`config.mk`:
```
export PLATFORM = sky130hd
export DESIGN_NAME = spi_slave_gen
export DESIGN_NICKNAME = d
export VERILOG_FILES = /design/src/rtl/spi_pkg.sv /design/src/rtl/spi_tx_serializer.sv /design/src/rtl/spi_slave_gen.sv
export SDC_FILE = /design/constraint.sdc
export NUM_CORES = 1
export LEC_CHECK = 0
export CELL_PAD_IN_SITES_DETAIL_PLACEMENT = 0
export CELL_PAD_IN_SITES_GLOBAL_PLACEMENT = 2
export CORE_UTILIZATION = 39
export DETAILED_ROUTE_END_ITERATION = 10
export HOLD_SLACK_MARGIN = 0.02
export PLACE_DENSITY = 0.87
export REMOVE_ABC_BUFFERS = 1
export SLEW_MARGIN = 10
export SYNTH_ARGS = -nofsm -noshare
export SYNTH_HDL_FRONTEND = slang
export SYNTH_SLANG_ARGS = --single-unit
export TNS_END_PERCENT = 50
```
`constraint.sdc`:
```
create_clock -name clk -period 4.1 [get_ports clk]
set_input_delay 1.025 -clock clk [delete_from_list [all_inputs] [get_ports clk]]
set_output_delay 1.025 -clock clk [all_outputs]
set_load 0.02 [all_outputs]
```
`src/rtl/spi_pkg.sv`:
```
// Shared definitions for the SPI slave front-end: FSM state encoding,
// op-select values and the command-field codes seen by the wrapper.
package spi_pkg;

    typedef enum logic [2:0] {
        ST_IDLE      = 3'd0,
        ST_CHK_CMD   = 3'd1,
        ST_WRITE     = 3'd2,
        ST_READ_ADD  = 3'd3,
        ST_READ_DATA = 3'd4
    } spi_state_e;

    // First MOSI bit after SS_n falls selects write vs read handling.
    localparam logic OP_WRITE = 1'b0;
    localparam logic OP_READ  = 1'b1;

    // Command-field codes for the default 2-bit command width.
    localparam logic [1:0] CMD_WR_ADDR = 2'b00;
    localparam logic [1:0] CMD_WR_DATA = 2'b01;
    localparam logic [1:0] CMD_RD_ADDR = 2'b10;
    localparam logic [1:0] CMD_RD_DATA = 2'b11;

    function automatic logic is_capture(spi_state_e s);
        return (s == ST_WRITE) || (s == ST_READ_ADD) || (s == ST_READ_DATA);
    endfunction

endpackage

```
`src/rtl/spi_tx_serializer.sv`:
```
// Parallel-load MISO serializer: one bit per clk after a load, in either
// bit order, with an abort that silences the line on the next edge.
module spi_tx_serializer #(
    parameter int DATA_W    = 8,
    parameter bit MSB_FIRST = 1'b1
) (
    input  logic              clk,
    input  logic              rst_n,
    input  logic              load_i,
    input  logic              abort_i,
    input  logic [DATA_W-1:0] data_i,
    output logic              miso_o,
    output logic              pending_o
);

    localparam int CNT_W = $clog2(DATA_W);

    logic [DATA_W-1:0] shreg_q, shreg_d;
    logic [CNT_W-1:0]  cnt_q, cnt_d;
    logic              busy_q, busy_d;
    logic [DATA_W-1:0] shifted;
    logic              out_bit;

    generate
        if (MSB_FIRST) begin : g_msb_first
            assign out_bit = shreg_q[DATA_W-1];
            assign shifted = {shreg_q[DATA_W-2:0], 1'b0};
        end else begin : g_lsb_first
            assign out_bit = shreg_q[0];
            assign shifted = {1'b0, shreg_q[DATA_W-1:1]};
        end
    endgenerate

    // cnt_q is the number of bits still to follow the one currently driven.
    always_comb begin
        shreg_d = shreg_q;
        cnt_d   = cnt_q;
        busy_d  = busy_q;
        if (abort_i) begin
            shreg_d = '0;
            cnt_d   = '0;
            busy_d  = 1'b0;
        end else if (load_i) begin
            shreg_d = data_i;
            cnt_d   = CNT_W'(DATA_W - 1);
            busy_d  = 1'b1;
        end else if (busy_q) begin
            if (cnt_q == '0) begin
                shreg_d = '0;
                busy_d  = 1'b0;
            end else begin
                shreg_d = shifted;
                cnt_d   = cnt_q - CNT_W'(1);
            end
        end
    end

    always_ff @(posedge clk or negedge rst_n) begin
        if (!rst_n) begin
            shreg_q <= '0;
            cnt_q   <= '0;
            busy_q  <= 1'b0;
        end else begin
            shreg_q <= shreg_d;
            cnt_q   <= cnt_d;
            busy_q  <= busy_d;
        end
    end

    // Gating with busy keeps MISO low outside the shift window, including
    // straight after an asynchronous reset.
    assign miso_o    = busy_q & out_bit;
    assign pending_o = busy_q && (cnt_q != '0);

endmodule

```
`src/rtl/spi_slave_gen.sv`:
```
// Parametrised SPI slave front-end: command FSM, MOSI deserialiser with a
// held rx_data word, and read-data handshake into the MISO serializer.
module spi_slave_gen
    import spi_pkg::*;
#(
    parameter int DATA_W    = 8,
    parameter int CMD_W     = 2,
    parameter bit MSB_FIRST = 1'b1
) (
    input  logic                    clk,
    input  logic                    rst_n,
    input  logic                    SS_n,
    input  logic                    MOSI,
    input  logic                    tx_valid,
    input  logic [DATA_W-1:0]       tx_data,
    output logic                    rx_valid,
    output logic [CMD_W+DATA_W-1:0] rx_data,
    output logic                    MISO,
    output logic                    tx_ready,
    output logic                    frame_err
);

    localparam int FRAME_W = CMD_W + DATA_W;
    localparam int CNT_W   = $clog2(FRAME_W + 1);
    localparam logic [CNT_W-1:0] LAST_CNT = CNT_W'(FRAME_W);
    localparam logic [CNT_W-1:0] PENULT_CNT = CNT_W'(FRAME_W - 1);

    spi_state_e           state_q, state_d;
    logic [CNT_W-1:0]     cnt_q, cnt_d;
    logic [FRAME_W-2:0]   shreg_q, shreg_d;
    logic [FRAME_W-1:0]   rx_data_q, rx_data_d;
    logic                 rx_valid_q, rx_valid_d;
    logic                 rd_seen_q, rd_seen_d;
    logic                 tx_ready_q, tx_ready_d;
    logic                 frame_err_q, frame_err_d;
    logic                 load;
    logic                 tx_pending;
    logic                 frame_done;
    logic                 capturing;

    assign load       = tx_valid && tx_ready_q;
    assign frame_done = (cnt_q == LAST_CNT);
    assign capturing  = is_capture(state_q);

    always_comb begin
        state_d     = state_q;
        cnt_d       = cnt_q;
        shreg_d     = shreg_q;
        rx_data_d   = rx_data_q;
        rx_valid_d  = 1'b0;
        rd_seen_d   = rd_seen_q;
        tx_ready_d  = tx_ready_q;
        frame_err_d = 1'b0;

        if (SS_n) begin
            // Deselect always wins, even over the final capture bit.
            state_d     = ST_IDLE;
            cnt_d       = '0;
            shreg_d     = '0;
            tx_ready_d  = 1'b0;
            frame_err_d = (capturing && !frame_done) || tx_pending;
        end else begin
            unique case (state_q)
                ST_IDLE: begin
                    state_d = ST_CHK_CMD;
                end
                ST_CHK_CMD: begin
                    if (MOSI == OP_WRITE) begin
                        state_d = ST_WRITE;
                    end else if (rd_seen_q) begin
                        state_d = ST_READ_DATA;
                    end else begin
                        state_d = ST_READ_ADD;
                    end
                end
                ST_WRITE, ST_READ_ADD, ST_READ_DATA: begin
                    if (!frame_done) begin
                        cnt_d   = cnt_q + CNT_W'(1);
                        shreg_d = {shreg_q[FRAME_W-3:0], MOSI};
                        if (cnt_q == PENULT_CNT) begin
                            rx_data_d  = {shreg_q, MOSI};
                            rx_valid_d = 1'b1;
                            if (state_q == ST_READ_ADD) begin
                                rd_seen_d = 1'b1;
                            end else if (state_q == ST_READ_DATA) begin
                                rd_seen_d = 1'b0;
                            end
                        end
                    end
                end
                default: begin
                    state_d = ST_IDLE;
                end
            endcase

            // Ready opens the cycle after a READ_DATA frame's rx_valid pulse
            // and closes on the single load it admits.
            if (load) begin
                tx_ready_d = 1'b0;
            end else if (rx_valid_q && (state_q == ST_READ_DATA)) begin
                tx_ready_d = 1'b1;
            end
        end
    end

    always_ff @(posedge clk or negedge rst_n) begin
        if (!rst_n) begin
            state_q     <= ST_IDLE;
            cnt_q       <= '0;
            shreg_q     <= '0;
            rx_data_q   <= '0;
            rx_valid_q  <= 1'b0;
            rd_seen_q   <= 1'b0;
            tx_ready_q  <= 1'b0;
            frame_err_q <= 1'b0;
        end else begin
            state_q     <= state_d;
            cnt_q       <= cnt_d;
            shreg_q     <= shreg_d;
            rx_data_q   <= rx_data_d;
            rx_valid_q  <= rx_valid_d;
            rd_seen_q   <= rd_seen_d;
            tx_ready_q  <= tx_ready_d;
            frame_err_q <= frame_err_d;
        end
    end

    spi_tx_serializer #(
        .DATA_W    (DATA_W),
        .MSB_FIRST (MSB_FIRST)
    ) u_tx_serializer (
        .clk       (clk),
        .rst_n     (rst_n),
        .load_i    (load),
        .abort_i   (SS_n),
        .data_i    (tx_data),
        .miso_o    (MISO),
        .pending_o (tx_pending)
    );

    assign rx_valid  = rx_valid_q;
    assign rx_data   = rx_data_q;
    assign tx_ready  = tx_ready_q;
    assign frame_err = frame_err_q;

endmodule

```
; Yosys cells after proc, flatten, opt, wreduce, memory -nomap -nowiden
; Cells that the tools add are included.
[totals]
register_bits = 42
input_bits = 13
output_inout_bits = 14
[classes]
addsub = 2
n_eq_ne = 9
mux = 32
bitwise = 3
n_reduce_logical = 20
[op_table]
columns = cell, count
row1 = $mux W8, 4
row2 = $mux W9, 3
row3 = $mux W3, 7
row4 = $mux W1, 14
row5 = $mux W4, 3
row6 = $pmux W3 S3, 1
row7 = $reduce_bool A3 Y1, 3
row8 = $eq A4 B4 Y1 const B, 2
row9 = $eq A3 B2 Y1 const B, 2
row10 = $logic_not A3 Y1, 2
row11 = $reduce_and A5 Y1, 1
row12 = $add A4 B1 Y4 const B, 1
row13 = $logic_and A1 B1 Y1, 4
row14 = $ne A2 B2 Y1 const B, 2
row15 = $reduce_and A2 Y1, 2
row16 = $reduce_and A4 Y1, 1
row17 = $reduce_bool A2 Y1, 2
row18 = $eq A3 B1 Y1 const B, 1
row19 = $eq A3 B3 Y1 const B, 1
row20 = $logic_or A1 B1 Y1, 3
row21 = $ne A3 B3 Y1 const B, 1
row22 = $reduce_or A3 Y1, 1
row23 = $sub A3 B1 Y3 const B, 1
row24 = $not A1 Y1, 2
row25 = other kinds (2), 2

; Logic depth before layout (Yosys ltp)
; Gate-level depths: netlist of run 1.
[logic_depth]
word_depth = 6
ltp_mapped = 7
mapped_depth_nobuf = 6

; Hierarchy
; Synthesis of run 1 repeated with hierarchy kept, for this count alone.
[hier_totals]
cells_unflattened = 178
area_unflattened_um2 = 2159.6
[modules_own_cells]
columns = module, n_inst, cells_per_inst, area_each_um2
row1 = spi_slave_gen, 1, 111, 1417.6
row2 = spi_tx_serializer, 1, 67, 742.0

; Least setup slack after synthesis of run 1
; Ideal clock, no wire load.
[synth_path]
path_type = in2reg
from = input port SS_n
to = register rx_data_q[0] (netlist: rx_data[0])
setup_time_ns = 0.125
arrival_ns = 2.120
required_time_ns = 3.975
path_slack_ns = 1.856
stages = 5
path_cell_list = clkbuf_1 -> nand4bb_4 -> a211oi_4 -> buf_6 -> mux2_2
[synth_between]
elab_chain_len = 2
[synth_lines]
columns = item, line
row1 = "start, declared", spi_slave_gen.sv:12  ; input logic SS_n,
row2 = $not A1 Y1 (no line), --
row3 = $reduce_and A4 Y1 (no line), --
row4 = "end signal, assigned", spi_slave_gen.sv:120  ; rx_data_q <= rx_data_d;
row5 = "end, declared", spi_slave_gen.sv:31  ; logic [FRAME_W-1:0] rx_data_q, rx_data_d;
; Every way passes these cells.
; A chain may end at the register's enable or synchronous reset.

; Worst setup path after layout of run 1
[layout_path]
from = register u_tx_serializer.busy_q
to = output port MISO
[layout_between]
elab_chain_len = 1
[layout_lines]
columns = item, line
row1 = "start, declared", spi_tx_serializer.sv:20  ; logic busy_q, busy_d;
row2 = "start signal, assigned", spi_tx_serializer.sv:66  ; busy_q <= busy_d;
row3 = $and A1 B1 Y1, spi_tx_serializer.sv:72  ; assign miso_o = busy_q & out_bit;
row4 = "end, declared", spi_slave_gen.sv:18  ; output logic MISO,
; Every way passes these cells.

==> impl_metrics.csv, run 1 <==
group,metric,value,unit
power_and_ir_drop,ir_drop,0.0001886,V
setup_path,cp_cell_sequence,"and2_1 > clkdlybuf4s50_1",
clocking,cts_buffer_depth,2,
setup_path,cp-end-kind,"output pin",
synth,netlist_instances,170,
clocking,hold_buffers,0,
synth,synth_area_leader_cell,"dfrtp_1",
sta,layout_setup_ws,1.533,ns
sta,fin_crit,2.567,ns
power_and_ir_drop,clkPwrFrac,0.409,
sta,max_freq,0.3896,GHz
sta,relSlewSlack,0.3873,
setup_path,crit_fanout,8,
cells_and_area,fin_cells,263,
route,vias_per_cell,5.042,
cells_and_area,fin_nets,213,
setup_path,crit_path_top_delay_cell,"clkdlybuf4s50_1",
grt,grt_pass1_vias,1376,
sta,rsz0062_at_grt,"no",
grt,grtUsageMet3,0.04115,
synth,syn_avg_cell_area,11.67,µm²
clocking,cts_setup_buffers,0,
route,wl_per_cell,14.27,µm
route,first_iter_violations,126,
floorplanning,coreArea,4817,µm²
sta,setup_viol,0,
worst_hold_path,hold_class,"reg -> reg",
synth,async_flop_share,1.000,
grt,globalRouteMet1Util,0.2048,
floorplanning,dieArea,5377,µm²
clocking,path_clk_slew,0.08,ns
grt,grt_usage,0.1592,
power_and_ir_drop,p_sw,0.0001849,W
clocking,cts_made_buffers,5,
power_and_ir_drop,p_leak,1.008,nW
setup_path,crit_path_max_incr_delay,0.59,ns
clocking,worst_skew_pair.late_latency,0.30,ns
power_and_ir_drop,p_int,0.0006266,W
synth,synth_enable_flop_cells,0,
setup_path,crit_type,"reg -> out",
synth,synth.area.top_cells,"dfrtp_1 (53%), mux2_2 (9.1%), mux2i_1 (4.5%)",
grt,grt-busiest-layer,"met2",
clocking,cts_tree,"built",
grt,grt_pass1_wl,6417,µm
clocking,h-tree-depth,2,
sta,fin_tns_setup,0,ns
setup_path,path_delay_family,"buffers and inverters",
route,ant_nets,0,
grt,overflow,0,
cells_and_area,drive_gt1_frac,0.1582,
route,wl,3752,µm
setup_path,required,3.07,ns
cells_and_area,synthToLayoutAreaGrowth,20.81,%
sta,min_period_over_period,0.6261,
synth,ys_seq_area_frac,0.5296,
sta,finClkSkew,0.006589,ns
placed_design,port_buffers,26,
clocking,post_cts_resized,0,
grt,antenna_found_initial,0,
sta,hold_viol,0,
synth,synth_top_area_frac,0.5296,
route,firstDrtPassIters,5,
synth,ys_top_cells_by_count,"dfrtp_1 (42), mux2_2 (16), nor2_1 (14), nand2b_1 (12), a21oi_1 (10)",
cells_and_area,fill_cells,464,
grt,met2_usage,0.2541,
grt,grt_max_degree,43,
outcome,status,"finished, final reports clean",
sta,tightest_slew,0.9190,ns
clocking,root_buffer,"clkbuf_8",
synth,synth_cell_types,34,
placed_design,dp_slack,1.244,ns
synth,synth-seq-cells,42,
synth,yosys_most_used_dff,"dfrtp_1",
floorplanning,die_h,73.33,µm
placed_design,finalWeightedCongestion,0.7283,
route,num_vias,1326,
clocking,clock_sinks,42,
power_and_ir_drop,p_seq_frac,0.524,
route,drc,0,
power_and_ir_drop,pwr-share-comb,0.067,
flow_run,drv_cap,0,
floorplanning,rows,25,
power_and_ir_drop,sw_frac_of_total,0.2279,
floorplanning,ios,27,
synth,synth_area,1984,µm²
floorplanning,die_w,73.33,µm
power_and_ir_drop,power.total,0.0008116,W
synth,yosys_warnings,0,
sta,maxSlewViolCount,0,
placed_design,dp.cells,255,
cells_and_area,antenna_cells,0,
floorplanning,initial_core_util,0.4119,
setup_path,critPathBufInv,1,
power_and_ir_drop,power_density,338.5,nW/µm²
setup_path,crit_arrival,1.54,ns
sta,whs,0.5179,ns
setup_path,regToRegSetupSlack,1.90,ns
synth,yosysMostFrequentCell,"dfrtp_1",
placed_design,dp_hpwl,2462,µm
setup_path,critPathLaunchType,"register",
[metrics by stage]
| step | util | cell area [µm²] |
|---|---|---|
| 2_1_floorplan | - | 1938 |
| 3_3_place_gp | 0.4743 | 2285 |
| 3_5_place_dp | 0.4743 | 2285 |
| 4_1_cts | 0.4977 | 2397 |
| 5_1_grt | 0.4977 | 2397 |
| 6_report | 0.4977 | 2397 |
[flip-flops by register name, summed over array words and instances, names as in the netlist]
| signal | flops |
|---|---|
| cnt_q | 4 |
| frame_err | 1 |
| rd_seen_q | 1 |
| rx_data | 10 |
| rx_valid | 1 |
| shreg_q | 9 |
| state_q | 3 |
| tx_ready | 1 |
| u_tx_serializer.busy_q | 1 |
| u_tx_serializer.cnt_q | 3 |
| u_tx_serializer.shreg_q | 8 |
[final timing paths]
check	from	endpoint	cells past startpoint
worst min register to register	rx_data[4]	rx_data[4]	1
max in group asynchronous	rst_n	u_tx_serializer.shreg_q[2]	1
min in group asynchronous	rst_n	cnt_q[3]	1
worst max-delay path	u_tx_serializer.busy_q	MISO	2
worst min-delay path	rx_data[4]	rx_data[4]	1
worst max register to register	state_q[1]	cnt_q[1]	3
[metal layers]
metal	up-vias	wire length [µm]
li1	642	-
met1	650	1735
met2	29	1736
met3	5	223
met4	0	56
met5	-	0
[power groups by stage]
stage               Combinational, W  Sequential (W)  Clock (W)
floorplan                  0.0000242        0.000433          0
global placement           0.0000548        0.000433          0
detailed placement         0.0000560        0.000433          0
CTS                        0.0000562        0.000425   0.000344
global route               0.0000617        0.000427   0.000359
finish                     0.0000546        0.000425   0.000332
[area by class of cell]
type | instances | area [µm²] | area share
flip-flops and latches | 42 | 1051 | 0.4384
well taps | 67 | 83.83 | 0.03497
multi-input cells | 111 | 857.1 | 0.3575
inverters | 8 | 30.03 | 0.01253
repair buffers | 27 | 262.8 | 0.1096
clock inverters | 3 | 43.79 | 0.01827
clock buffers | 5 | 68.82 | 0.02871
[cell usage in the layout (no fill, tap or decap), drive strengths merged, types with 2 or more instances in the layout]
| cell type | n |
|---|---|
| nor3 | 3 |
| inv | 9 |
| mux2i | 9 |
| a222oi | 2 |
| clkbuf | 5 |
| or3b | 2 |
| a211oi | 3 |
| a311oi | 5 |
| buf | 2 |
| clkdlybuf4s50 | 25 |
| nand3b | 5 |
| nor2 | 14 |
| nor2b | 4 |
| ha | 5 |
| a21oi | 11 |
| nand2 | 7 |
| mux2 | 16 |
| nand3 | 3 |
| dfrtp | 42 |
| nand2b | 12 |
[logic make-up after synthesis]
logic type                 after synthesis  share of synthesized area
adders and majority gates                5                    0.03153
and+or+nand+nor                         56                     0.1677
DFF                                     42                     0.5296
buffers and inverters                   17                    0.03846
xor gates and xnor gates                 1                   0.004414
AOI/OAI and AO/OA                       24                    0.09206
muxes                                   25                     0.1362
Note: power is estimated with default switching activity, not from simulation.
==> run 2, diff against run 1 <==
--- a/config.mk
+++ b/config.mk
@@ -7,10 +7,10 @@
 export LEC_CHECK = 0
 export CELL_PAD_IN_SITES_DETAIL_PLACEMENT = 0
 export CELL_PAD_IN_SITES_GLOBAL_PLACEMENT = 2
-export CORE_UTILIZATION = 39
+export CORE_UTILIZATION = 36
 export DETAILED_ROUTE_END_ITERATION = 10
 export HOLD_SLACK_MARGIN = 0.02
-export PLACE_DENSITY = 0.87
+export PLACE_DENSITY = 0.82
 export REMOVE_ABC_BUFFERS = 1
 export SLEW_MARGIN = 10
 export SYNTH_ARGS = -nofsm -noshare
==> constraint.sdc (replaced) <==
create_clock -name clk -period 2.5 [get_ports clk]
set_input_delay 0.625 -clock clk [delete_from_list [all_inputs] [get_ports clk]]
set_output_delay 0.625 -clock clk [all_outputs]
set_load 0.02 [all_outputs]
==> run 2 against run 1 <==
Sequential share of layout area decreased by 0.50 points. Total power increased by 52%. First-iteration DRC count decreased by 37%. Critical path type unchanged. Largest cell class unchanged. Via count increased by 3.1%.
==> impl_metrics.csv, run 2 (synthesis gave the netlist of run 1 again) <==
group,metric,value,unit
outcome,status,"finished, final reports clean",
sta,max_freq,0.4700,GHz
sta,finClkSkew,0.004301,ns
placed_design,finalWeightedCongestion,0.7576,
clocking,hold_buffers,0,
route,wl,3958,µm
floorplanning,dieArea,5813,µm²
route,vias_per_cell,5.026,
grt,grtUsageMet3,0.03832,
clocking,worst_skew_pair.late_latency,0.28,ns
cells_and_area,layout_commonest_cell,"dfrtp_1",
setup_path,crit_type,"reg -> out",
route,firstDrtPassIters,4,
sta,hold_viol,0,
setup_path,critPathLaunchType,"register",
sta,rsz0062_at_grt,"no",
clocking,h-tree-depth,2,
sta,relSlewSlack,0.5715,
floorplanning,ios,27,
sta,setup_viol,0,
cells_and_area,synthToLayoutAreaGrowth,22.19,%
grt,met2_usage,0.2324,
grt,grt-busiest-layer,"met2",
grt,grt_pass1_vias,1418,
floorplanning,die_w,76.25,µm
power_and_ir_drop,power.total,0.001234,W
worst_hold_path,hold_class,"in -> async",
route,drc,0,
grt,overflow,0,
flow_run,drv_cap,0,
placed_design,detailed_place.area,2333,µm²
route,wl_per_cell,14.55,µm
grt,globalRouteMet1Util,0.1998,
setup_path,crit_fanout,8,
sta,fin_tns_setup,0,ns
setup_path,required,1.88,ns
power_and_ir_drop,ir_drop,0.0002670,V
cells_and_area,most-common-layout-cells,"dfrtp_1 (42), clkdlybuf4s50_1 (25), mux2_2 (16), nor2_1 (14), nand2b_1 (12)",
cells_and_area,largest_reg_flops,10,
grt,grt_pass1_wl,6941,µm
placed_design,dp_hpwl,2681,µm
clocking,cts_tree,"built",
power_and_ir_drop,p_leak,1.029,nW
cells_and_area,drive_gt1_frac,0.1782,
grt,grt_usage,0.1480,
route,first_iter_violations,80,
cells_and_area,fin_area,2425,µm²
setup_path,cp-end-kind,"output pin",
clocking,cts_buffer_depth,2,
route,num_vias,1367,
floorplanning,die_h,76.25,µm
clocking,root_buffer,"clkbuf_8",
clocking,path_clk_slew,0.08,ns
placed_design,port_buffers,26,
route,ant_nets,0,
clocking,clock_sinks,42,
clocking,cts_setup_buffers,0,
clocking,post_cts_resized,0,
sta,tightest_slew,0.6427,ns
cells_and_area,antenna_cells,0,
clocking,cts_made_buffers,5,
sta,fin_crit,2.128,ns
floorplanning,initial_core_util,0.3812,
setup_path,crit_arrival,1.50,ns
grt,antenna_found_initial,0,
floorplanning,coreArea,5205,µm²
grt,grt_max_degree,36,
cells_and_area,fin_nets,219,
power_and_ir_drop,power_density,509.1,nW/µm²
floorplanning,rows,26,
sta,min_period_over_period,0.8511,
sta,maxSlewViolCount,0,
[run 2: changes by cell type in the layout (fill, tap and decap cells not counted), sizes merged]
cell / before / now
clkbuf: 5 / 7
inv: 9 / 8
bufinv: 1 / 0
buf: 2 / 8
[run 2: metal layers]
layer	vias up	share of wire	routed length [µm]
met5	-	0	0
met4	0	0.0035	14
met3	2	0.038	150
met2	29	0.46	1808
met1	684	0.50	1984
li1	652	-	-
[run 2: stage by stage]
step	hold WS [ns]	setup WS [ns]	instances	utilization
CTS	0.3649	0.3503	272	0.4659
global placement	0.4891	0.2902	264	0.4483
detailed placement	0.4934	0.2863	264	0.4483
floorplan	0.3294	0.5285	161	-
finish	0.3592	0.3721	272	0.4659
global route	0.3920	0.2828	272	0.4659
[run 2: layout make-up]
cell class,instances,area (µm²)
Multi-Input combinational cell,111,857.1
Clock buffer,7,86.33
Timing Repair Buffer,33,307.8
Clock inverter,1,5.005
Sequential cell,42,1051
Tap cell,70,87.58
Fill cell,496,2780
Inverter,8,30.03
[run 2: worst paths after layout]
check | startpoint | depth (start not counted) | slack [ns] | to
setup / recovery | u_tx_serializer.busy_q | 2 | 0.37 | MISO
hold / removal | rst_n | 1 | 0.36 | cnt_q[1]
setup reg to reg | state_q[1] | 4 | 0.60 | rx_data[1]
hold reg to reg | rx_data[3] | 1 | 0.52 | rx_data[3]
max in group asynchronous | rst_n | 2 | 1.56 | rd_seen_q
min in group clk | rx_data[3] | 1 | 0.52 | rx_data[3]
[run 2: critical path, stage by stage (launching register included)]
cell and delay [ns]:
dfrtp_1 0.47, and2_1 0.16, clkdlybuf4s50_1 0.59
[run 2: report_power, final]
group          switching, W  internal (W)
clock network      0.000217      0.000223
logic             0.0000516     0.0000455
registers         0.0000104      0.000687
total              0.000279      0.000956
